===== config.mk =====
export PLATFORM = sky130hd
export DESIGN_NAME = local_maxima_scan_ctrl
export DESIGN_NICKNAME = d
export VERILOG_FILES = /design/src/rtl/local_maxima_scan_ctrl.sv
export SDC_FILE = /design/constraint.sdc
export NUM_CORES = 1
export LEC_CHECK = 0
export ABC_AREA = 1
export BUFFER_PORTS_ARGS = -buffer_cell sky130_fd_sc_hd__buf_2
export CORE_AREA = 3 3 143 145
export CTS_BUF_LIST = sky130_fd_sc_hd__clkbuf_4
export DETAILED_ROUTE_END_ITERATION = 7
export DIE_AREA = 0 0 146 148
export PLACE_DENSITY_LB_ADDON = 0.25
export REMOVE_ABC_BUFFERS = 1
export SYNTH_ARGS = -nofsm -noshare
export SYNTH_HDL_FRONTEND = slang
export SYNTH_SLANG_ARGS = --single-unit

===== constraint.sdc =====
create_clock -name clk -period 9.9 [get_ports clk]
set_clock_uncertainty 0.05 [all_clocks]
set_input_delay 0.99 -clock clk [delete_from_list [all_inputs] [get_ports clk]]
set_output_delay 0.99 -clock clk [all_outputs]
set_load 0.05 [all_outputs]

===== src/rtl/local_maxima_scan_ctrl.sv =====
// Raster-scan sequencer feeding 3x3 windows from a single-port pixel RAM to the
// neighbour comparator and writing one local-maximum bit per pixel to result RAM.
module local_maxima_scan_ctrl #(
    parameter int unsigned IMG_W  = 16,
    parameter int unsigned IMG_H  = 16,
    parameter int unsigned DATA_W = 8,
    parameter int unsigned ADDR_W = 8
) (
    input  logic                clk,
    input  logic                rst,
    input  logic                start,
    output logic                busy,
    output logic                done,
    output logic                mem_rd,
    output logic [ADDR_W-1:0]   mem_addr,
    input  logic [DATA_W-1:0]   mem_rdata,
    output logic [DATA_W-1:0]   cmp_in,
    output logic [8*DATA_W-1:0] cmp_n,
    output logic [7:0]          cmp_res,
    output logic                cmp_stb,
    input  logic                cmp_out,
    output logic                res_wr,
    output logic [ADDR_W-1:0]   res_addr,
    output logic                res_bit
);

    localparam int unsigned XW = $clog2(IMG_W);
    localparam int unsigned YW = $clog2(IMG_H);
    localparam int unsigned SW = 4;
    localparam logic [SW-1:0] LAST_SLOT = SW'(8);

    typedef enum logic [2:0] {
        S_IDLE,
        S_FETCH,
        S_CAPTURE,
        S_PRESENT,
        S_WAIT,
        S_WRITE,
        S_DONE
    } state_t;

    // Slot 0 is the centre; slots 1..8 are neighbours in comparator order.
    function automatic int slot_dx(input logic [SW-1:0] s);
        case (s)
            4'd1, 4'd4, 4'd6: return -1;
            4'd3, 4'd5, 4'd8: return 1;
            default:          return 0;
        endcase
    endfunction

    function automatic int slot_dy(input logic [SW-1:0] s);
        case (s)
            4'd1, 4'd2, 4'd3: return -1;
            4'd6, 4'd7, 4'd8: return 1;
            default:          return 0;
        endcase
    endfunction

    function automatic logic slot_in_img(input logic [XW-1:0] x, input logic [YW-1:0] y,
                                         input logic [SW-1:0] s);
        int nx;
        int ny;
        nx = int'(x) + slot_dx(s);
        ny = int'(y) + slot_dy(s);
        return (nx >= 0) && (nx < int'(IMG_W)) && (ny >= 0) && (ny < int'(IMG_H));
    endfunction

    function automatic logic [ADDR_W-1:0] slot_addr(input logic [XW-1:0] x, input logic [YW-1:0] y,
                                                    input logic [SW-1:0] s);
        int nx;
        int ny;
        nx = int'(x) + slot_dx(s);
        ny = int'(y) + slot_dy(s);
        return ADDR_W'(ny * int'(IMG_W) + nx);
    endfunction

    state_t                    state_q, state_d;
    logic [SW-1:0]             slot_q, slot_d;
    logic [XW-1:0]             x_q, x_d;
    logic [YW-1:0]             y_q, y_d;
    logic                      start_en_q, start_en_d;
    logic [8:0][DATA_W-1:0]    win_q, win_d;
    logic [7:0]                cmp_res_q, cmp_res_d;
    logic                      res_bit_q, res_bit_d;
    logic                      busy_q, busy_d;
    logic                      done_q, done_d;
    logic                      mem_rd_q, mem_rd_d;
    logic [ADDR_W-1:0]         mem_addr_q, mem_addr_d;
    logic                      cmp_stb_q, cmp_stb_d;
    logic                      res_wr_q, res_wr_d;
    logic [ADDR_W-1:0]         res_addr_q, res_addr_d;
    logic                      last_pix;
    logic [SW-1:0]             cap_slot;

    assign last_pix = (x_q == XW'(IMG_W - 1)) && (y_q == YW'(IMG_H - 1));

    // Next state, window capture and registered-output decode.
    always_comb begin
        state_d    = state_q;
        slot_d     = slot_q;
        x_d        = x_q;
        y_d        = y_q;
        start_en_d = 1'b1;
        win_d      = win_q;
        cmp_res_d  = cmp_res_q;
        res_bit_d  = res_bit_q;
        cap_slot   = slot_q - SW'(1);

        case (state_q)
            S_IDLE: begin
                if (start && start_en_q) begin
                    state_d = S_FETCH;
                    slot_d  = '0;
                    x_d     = '0;
                    y_d     = '0;
                end
            end
            S_FETCH: begin
                // Read data returns one cycle late, so capture the previous slot.
                if (slot_q != '0) begin
                    win_d[cap_slot] = slot_in_img(x_q, y_q, cap_slot) ? mem_rdata : '0;
                end
                if (slot_q == LAST_SLOT) begin
                    state_d = S_CAPTURE;
                end else begin
                    slot_d = slot_q + SW'(1);
                end
            end
            S_CAPTURE: begin
                win_d[LAST_SLOT] = slot_in_img(x_q, y_q, LAST_SLOT) ? mem_rdata : '0;
                for (int k = 1; k <= 8; k++) begin
                    cmp_res_d[k-1] = slot_in_img(x_q, y_q, SW'(k));
                end
                state_d = S_PRESENT;
            end
            S_PRESENT: state_d = S_WAIT;
            S_WAIT: begin
                res_bit_d = cmp_out;
                state_d   = S_WRITE;
            end
            S_WRITE: begin
                if (last_pix) begin
                    state_d = S_DONE;
                end else begin
                    state_d = S_FETCH;
                    slot_d  = '0;
                    if (x_q == XW'(IMG_W - 1)) begin
                        x_d = '0;
                        y_d = y_q + YW'(1);
                    end else begin
                        x_d = x_q + XW'(1);
                    end
                end
            end
            S_DONE:  state_d = S_IDLE;
            default: state_d = S_IDLE;
        endcase

        busy_d     = (state_d != S_IDLE);
        done_d     = (state_d == S_DONE);
        mem_rd_d   = (state_d == S_FETCH) && slot_in_img(x_d, y_d, slot_d);
        mem_addr_d = mem_rd_d ? slot_addr(x_d, y_d, slot_d) : '0;
        cmp_stb_d  = (state_d == S_PRESENT);
        res_wr_d   = (state_d == S_WRITE);
        res_addr_d = res_wr_d ? slot_addr(x_d, y_d, '0) : res_addr_q;
    end

    always_ff @(posedge clk or posedge rst) begin
        if (rst) begin
            state_q    <= S_IDLE;
            slot_q     <= '0;
            x_q        <= '0;
            y_q        <= '0;
            start_en_q <= 1'b0;
            win_q      <= '0;
            cmp_res_q  <= '0;
            res_bit_q  <= 1'b0;
            busy_q     <= 1'b0;
            done_q     <= 1'b0;
            mem_rd_q   <= 1'b0;
            mem_addr_q <= '0;
            cmp_stb_q  <= 1'b0;
            res_wr_q   <= 1'b0;
            res_addr_q <= '0;
        end else begin
            state_q    <= state_d;
            slot_q     <= slot_d;
            x_q        <= x_d;
            y_q        <= y_d;
            start_en_q <= start_en_d;
            win_q      <= win_d;
            cmp_res_q  <= cmp_res_d;
            res_bit_q  <= res_bit_d;
            busy_q     <= busy_d;
            done_q     <= done_d;
            mem_rd_q   <= mem_rd_d;
            mem_addr_q <= mem_addr_d;
            cmp_stb_q  <= cmp_stb_d;
            res_wr_q   <= res_wr_d;
            res_addr_q <= res_addr_d;
        end
    end

    assign busy     = busy_q;
    assign done     = done_q;
    assign mem_rd   = mem_rd_q;
    assign mem_addr = mem_addr_q;
    assign cmp_in   = win_q[0];
    assign cmp_n    = win_q[8:1];
    assign cmp_res  = cmp_res_q;
    assign cmp_stb  = cmp_stb_q;
    assign res_wr   = res_wr_q;
    assign res_addr = res_addr_q;
    assign res_bit  = res_bit_q;

endmodule


* Yosys cells after proc, flatten, opt, wreduce, memory -nomap -nowiden *
Cells that the tools add are included.

storage, ports and cells
  output and inout port bits = 102
  input bits = 12
  register bits after elaboration = 118

cells by class
  mux-type cells = 35
  reduce and logical (&&, ||, !) cells = 43
  equal/unequal tests = 29
  $add $sub $neg = 16
  $lt $le $gt $ge = 22

operators with widths
  operator               number
  $add A5 B32 Y32        10
  $ge A32 B1 Y1 const B  10
  $lt A32 B6 Y1 const B  10
  $pmux W32 S2           4
  $mux W32               7
  $bwmux W72             1
  $mux W72               1
  $mux W4                9
  $demux W8 S4           1
  $eq A4 B3 Y1 const B   8
  $mux W8                4
  $logic_and A1 B1 Y1    29
  $reduce_or A3 Y1       8
  $eq A4 B4 Y1 const B   5
  $pmux W3 S6            1
  $eq A4 B2 Y1 const B   4
  $pmux W4 S2            2
  $pmux W8 S2            1
  $add A4 B1 Y4 const B  3
  $eq A3 B3 Y1 const B   4
  $pmux W4 S3            1
  $eq A3 B2 Y1 const B   3
  $mux W3                3
  $add A8 B4 Y8          1
  12 further kinds       15

* Logic depth before layout (Yosys ltp) *
  word-level depth = 15
  depth in mapped cells = 27

* Worst setup path before layout *
Ideal clock, no wire load.

  path kind = input to register
  start point = input start
  end point = register mem_addr_q[7], in the netlist mem_addr[7]
  path slack = 5424 ps
  arrival = 4306 ps
  required time = 9730 ps
  cell stages on the path = 24
  setup time = 120 ps
  path through = nand2_1 -> nand3_1 -> nand2_1 -> nor2_1 -> o21ai_2 -> nor2_1 -> nand2_1 -> nand2_2 -> inv_2 -> nand3_1 -> ha_1 -> inv_1 -> fa_1 -> nor2_1 -> a211oi_1 -> or2_1 -> ha_1 -> inv_1 -> ha_1 -> a21oi_1 -> nand2_1 -> xnor2_1 -> xor2_1 -> nor2_2

on the way
  cells in the longest elaborated chain, start to end = 13
  elaborated cells between the ends (all ways) = 36
  classes of those cells = 3 x add/sub; 4 x order compare; 9 x eq/ne; 11 x mux; 9 x reduce/logical

ends and longest elaborated chain
  element                                                RTL line  RTL
  start, declared                                        11        input logic start,
  $logic_and A1 B1 Y1 *                                  111       if (start && start_en_q) begin
  $mux W4 *                                              111
  $pmux W4 S3 *                                          109       case (state_q)
  named net slot_d[3]                                    78        logic [SW-1:0] slot_q, slot_d;
  $eq A4 B4 Y1 (tied with other cells)                   44, 52
  $reduce_or A3 Y1                                       44        case (s)
  $pmux W32 S2                                           44
  $add A5 B32 Y32                                        72        nx = int'(x) + slot_dx(s);
  $ge A32 B1 Y1 / $lt A32 B6 Y1 (equally long branches)  65        return (nx >= 0) && (nx < int'(IMG_W)) && (ny >= 0) && (ny < int'(IMG_H));
  $logic_and A1 B1 Y1 (3 in series)                      65
  $logic_and A1 B1 Y1                                    161       mem_rd_d = (state_d == S_FETCH) && slot_in_img(x_d, y_d, slot_d);
  $mux W8 *                                              162       mem_addr_d = mem_rd_d ? slot_addr(x_d, y_d, slot_d) : '0;
  named net mem_addr_d[7]                                88        logic [ADDR_W-1:0] mem_addr_q, mem_addr_d;
  end signal, assigned                                   197       mem_addr_q <= mem_addr_d;
  end, declared                                          88

Mark *: on every way through the listed nets, which the timed path passes. The rest lies on a longest branch.
A chain may end at the register's enable or synchronous reset.

* Worst setup path after layout *
  start point = register slot_q[0]
  end point = register mem_addr_q[7], in the netlist mem_addr[7]

on the way
  cells in the longest elaborated chain, start to end = 13
  elaborated cells between the ends (all ways) = 35
  classes of those cells = 4 x add/sub; 4 x order compare; 10 x eq/ne; 9 x mux; 8 x reduce/logical

ends and longest elaborated chain
  element                                                RTL line  RTL
  start, declared                                        78
  start signal, assigned                                 187       slot_q <= slot_d;
  $add A4 B1 Y4 / $eq A4 B4 Y1 (equally long branches)   126, 123
  $mux W4                                                123       if (slot_q == LAST_SLOT) begin
  $pmux W4 S3                                            109
  $eq A4 B4 Y1 (tied with other cells)                   44, 52
  $reduce_or A3 Y1                                       44
  $pmux W32 S2                                           44
  $add A5 B32 Y32                                        72
  $ge A32 B1 Y1 / $lt A32 B6 Y1 (equally long branches)  65
  $logic_and A1 B1 Y1 (3 in series)                      65
  $logic_and A1 B1 Y1                                    161
  $mux W8 *                                              162
  named net mem_addr_d[7]                                88

Marks and branches as above.

==> results_tabular.tex <==
\begin{tabular}{lr}
\hline
Metric & Value \\
\hline
\multicolumn{2}{l}{\textbf{Detailed routing}} \\
DRT Pass-1 Iters & 5 \\
Final wirelength & $\sim$17 mm \\
First-iteration detailed-routing DRC count & around 350 \\
WL/cell & roughly 14 um \\
Vias per std cell & roughly 4.6 \\
Number of antenna-violating nets in the routed design & 0 \\
Residual DRC count & 0 \\
Number of vias after detailed routing & approximately 5600 \\
\multicolumn{2}{l}{\textbf{Cells and area}} \\
Synthesis-to-finish area growth & 17.9\% \\
Number of antenna diodes & 0 \\
NumNets Final & 1022 \\
Fill cell count & 2055 \\
Fraction of final layout cells sized beyond drive strength 1 & 0.205 \\
\multicolumn{2}{l}{\textbf{Critical path}} \\
Peak fanout along the critical path & 13 \\
Critical path startpoint category & flip-flop \\
Required time at the endpoint of the critical path & $\sim$10000 ps \\
Arrival time worst endpoint & about 5300 ps \\
Critical path class & reg -> reg \\
Critical path capture point type & flip-flop \\
\multicolumn{2}{l}{\textbf{Yosys}} \\
Number of synthesized flops with an enable pin & 0 \\
Count of unique library cells instantiated by Yosys & 47 \\
Most used flip-flop cell after synthesis & dfrtp\_1 \\
Register bit count reported by yosys & between 100 and 150 \\
Post-Synthesis Cell Area & approximately 6700 um2 \\
Share of the yosys chip area belonging to registers & 0.443 \\
Yosys synthesis warning count & 0 \\
Share of synthesized flip-flops with an asynchronous set or reset & 1.00 \\
Mapped Avg Cell Area & 8.26 um2 \\
Number of standard cells after synthesis & 808 \\
\multicolumn{2}{l}{\textbf{CTS}} \\
H-Tree Depth & 4 \\
Clock buffers created by TritonCTS & 17 \\
Clock Tree Buf Depth & 2 \\
\# hold bufs at CTS & 0 \\
Worst-skew pair later-pin latency & around 530 ps \\
TritonCTS Sinks & around 120 \\
CTS Root Buffer Type & clkbuf\_4 \\
Post-CTS Setup Inserts & 0 \\
Number of cells upsized or downsized after cts & 0 \\
Clock transition at path regs & around 110 ps \\
CTS tree & done \\
\multicolumn{2}{l}{\textbf{STA}} \\
Worst slew pin tran & roughly 1000 ps \\
Sum of negative setup slack & 0 ps \\
Remaining max-slew budget at the tightest pin & 0.327 \\
Max-slew violations & 0 \\
Max Freq & just over 200 MHz \\
Setup-violating endpoint count in the final report & 0 \\
RSZ-0062 raised after global routing & no \\
Fin crit share & 0.492 \\
Hold Vio Cnt, Final & 0 \\
Final worst path period need & between 4000 and 5000 ps \\
\multicolumn{2}{l}{\textbf{Power and ir drop}} \\
Maximum vdd ir drop & between 0.07 and 0.08 mV \\
Leak & around 4.2 nW \\
Cell area power density & 125 nW/um2 \\
Sum of internal, switching and leakage power & just under 1 mW \\
\multicolumn{2}{l}{\textbf{GRT}} \\
Global route overflow & 0 \\
Number of antenna violations at the first check in global routing & 0 \\
Vias in the first global route & roughly 5500 \\
Global router's overall resource usage & 0.159 \\
Wire length of the first global-routing pass & 27.8 mm \\
Pin count of the biggest net entering global routing & between 60 and 70 \\
\multicolumn{2}{l}{\textbf{Floorplanning}} \\
Width of the die & 146 um \\
Starting density of the core & 0.345 \\
Area of the core & between 15000 and 20000 um2 \\
Floorplan die height & 148 um \\
DIE AREA & about 22000 um2 \\
Cell Rows & around 50 \\
I/O Pins & 114 \\
\multicolumn{2}{l}{\textbf{Place}} \\
GPL Wtd Cong & around 0.84 \\
Final HPWL DP & approximately 13 mm \\
Count of port buffers added during placement & roughly 110 \\
\multicolumn{2}{l}{\textbf{Flow run}} \\
Max capacitance violation total & 0 \\
\multicolumn{2}{l}{\textbf{Run status}} \\
Run status & complete, no violations \\
\multicolumn{2}{l}{\textbf{Worst hold path}} \\
Hold Path Class & reg -> reg \\
\hline
\end{tabular}
-- layout by cell type (no fill, tap or decap), types with 5 or more instances in the layout --
cell,netlist,layout
nor2_1,50,50
nand3b_1,5,5
nor3_1,5,5
nor2_2,16,16
o21ai_0,21,21
buf_2,1,113
inv_1,87,86
nand4_1,12,12
clkbuf_4,0,21
nand2_2,8,8
nand2_1,299,299
xor2_1,6,6
nand3_1,34,34
a21oi_1,16,16
fa_1,5,5
dfrtp_1,118,118
nor2_4,9,9
inv_2,6,6
ha_1,65,65
-- registers in the layout, indices dropped and copies added (netlist names) --
register / count
cmp_n: 64
cmp_in: 8
cmp_res: 8
mem_addr: 8
res_addr: 8
slot_q: 4
x_q: 4
y_q: 4
state_q: 3
busy: 1
cmp_stb: 1
done: 1
mem_rd: 1
res_bit: 1
res_wr: 1
start_en_q: 1
-- path summary, 6_finish.rpt --
kind	from	endpoint	slack [ps]	depth (start not counted)
max	slot_q[0]	mem_addr[7]	5030	27
min	cmp_res[6]	cmp_res[6]	430	2
max reg2reg	slot_q[0]	mem_addr[7]	5030	27
min reg2reg	cmp_res[6]	cmp_res[6]	430	2
max in group asynchronous	rst	cmp_n[1]	8010	3
min in group asynchronous	rst	start_en_q	550	2
-- critical path: stages (launching register included) --
cell and delay [ps]:
dfrtp_1 520, inv_1 190, ha_1 250, nand2_1 110, nor2_1 60, nor2_1 210, inv_1 60, nor2_1 120
a21oi_1 70, nor2_1 190, nand2_1 90, nand2_2 250, inv_2 110, nand3_1 100, ha_1 160, inv_1 50
fa_1 390, nor2_1 130, a211oi_1 100, or2_1 260, ha_1 310, inv_1 50, ha_1 330, a21oi_1 150
nand2_1 70, xnor2_1 170, xor2_1 190, nor2_2 50
-- per-layer routing --
layer | up-vias | wire length [um] | global-route usage
met3 | 25 | 929 | 0.0346
met2 | 144 | 7730 | 0.261
met5 | - | 0 | 0
met4 | 0 | 312 | 0.0508
met1 | 2641 | 7860 | 0.212
li1 | 2822 | - | -
-- logic make-up after synthesis --
| kind of cell | Yosys count | share of synthesized area |
|---|---|---|
| other cells | 1 | 0.000562 |
| buf+inv | 96 | 0.0553 |
| flops | 118 | 0.443 |
| compound gates | 56 | 0.0488 |
| fa+ha+maj | 70 | 0.137 |
| xor+xnor | 9 | 0.0118 |
| simple gates | 458 | 0.304 |
-- Yosys cell counts, types with 2 or more instances --
cell | number | area, um2
xnor2_1 | 3 | 26.3
nor2_2 | 16 | 100
inv_2 | 6 | 22.5
or2_2 | 2 | 12.5
fa_1 | 5 | 100
ha_1 | 65 | 813
a31oi_1 | 2 | 12.5
o21ai_2 | 2 | 17.5
nand2_1 | 299 | 1120
inv_1 | 87 | 327
dfrtp_1 | 118 | 2950
a21oi_1 | 16 | 80.1
o21ai_0 | 21 | 105
nand3b_1 | 5 | 37.5
nand2_2 | 8 | 50.1
nand4_1 | 12 | 75.1
nand3_2 | 2 | 20.0
nor4_1 | 3 | 18.8
nand3_1 | 34 | 170
and2_1 | 2 | 12.5
and3_1 | 2 | 12.5
nor3_1 | 5 | 25.0
or2_1 | 3 | 18.8
o22ai_1 | 3 | 18.8
xor2_1 | 6 | 52.6
nor2_4 | 9 | 101
nor2b_1 | 2 | 12.5
nor2_1 | 50 | 188
a21o_1 | 2 | 15.0
-- final cells by class --
| class | instances | area, um2 | area share |
|---|---|---|---|
| Timing Repair Buffer | 116 | 588 | 0.0748 |
| Clock inverter | 10 | 131 | 0.0167 |
| Sequential cell | 118 | 2950 | 0.376 |
| Multi-Input combinational cell | 594 | 3350 | 0.426 |
| Clock buffer | 21 | 158 | 0.0201 |
| Tap cell | 265 | 332 | 0.0422 |
| Inverter | 93 | 352 | 0.0447 |
-- power by group --
part	leakage, nW	switching (mW)	internal [mW]
Clock	0.153	0.185	0.183
Sequential	1.36	0.00914	0.497
Combinational	2.73	0.0868	0.0207
Total	4.24	0.281	0.700
-- metrics by stage --
| step | hold slack, ps | utilization | setup slack (ps) | cells | cell area [um2] |
|---|---|---|---|---|---|
| 2_1_floorplan | 480 | - | 5420 | 805 | 6650 |
| 5_1_grt | 454 | 0.407 | 4510 | 1217 | 7860 |
| 3_3_place_gp | 404 | 0.392 | 5030 | 1186 | 7570 |
| 3_5_place_dp | 409 | 0.392 | 4870 | 1186 | 7570 |
| 4_1_cts | 436 | 0.407 | 5040 | 1217 | 7860 |
| 6_report | 429 | 0.407 | 5030 | 1217 | 7860 |
Power figures use the tool's default switching activity.
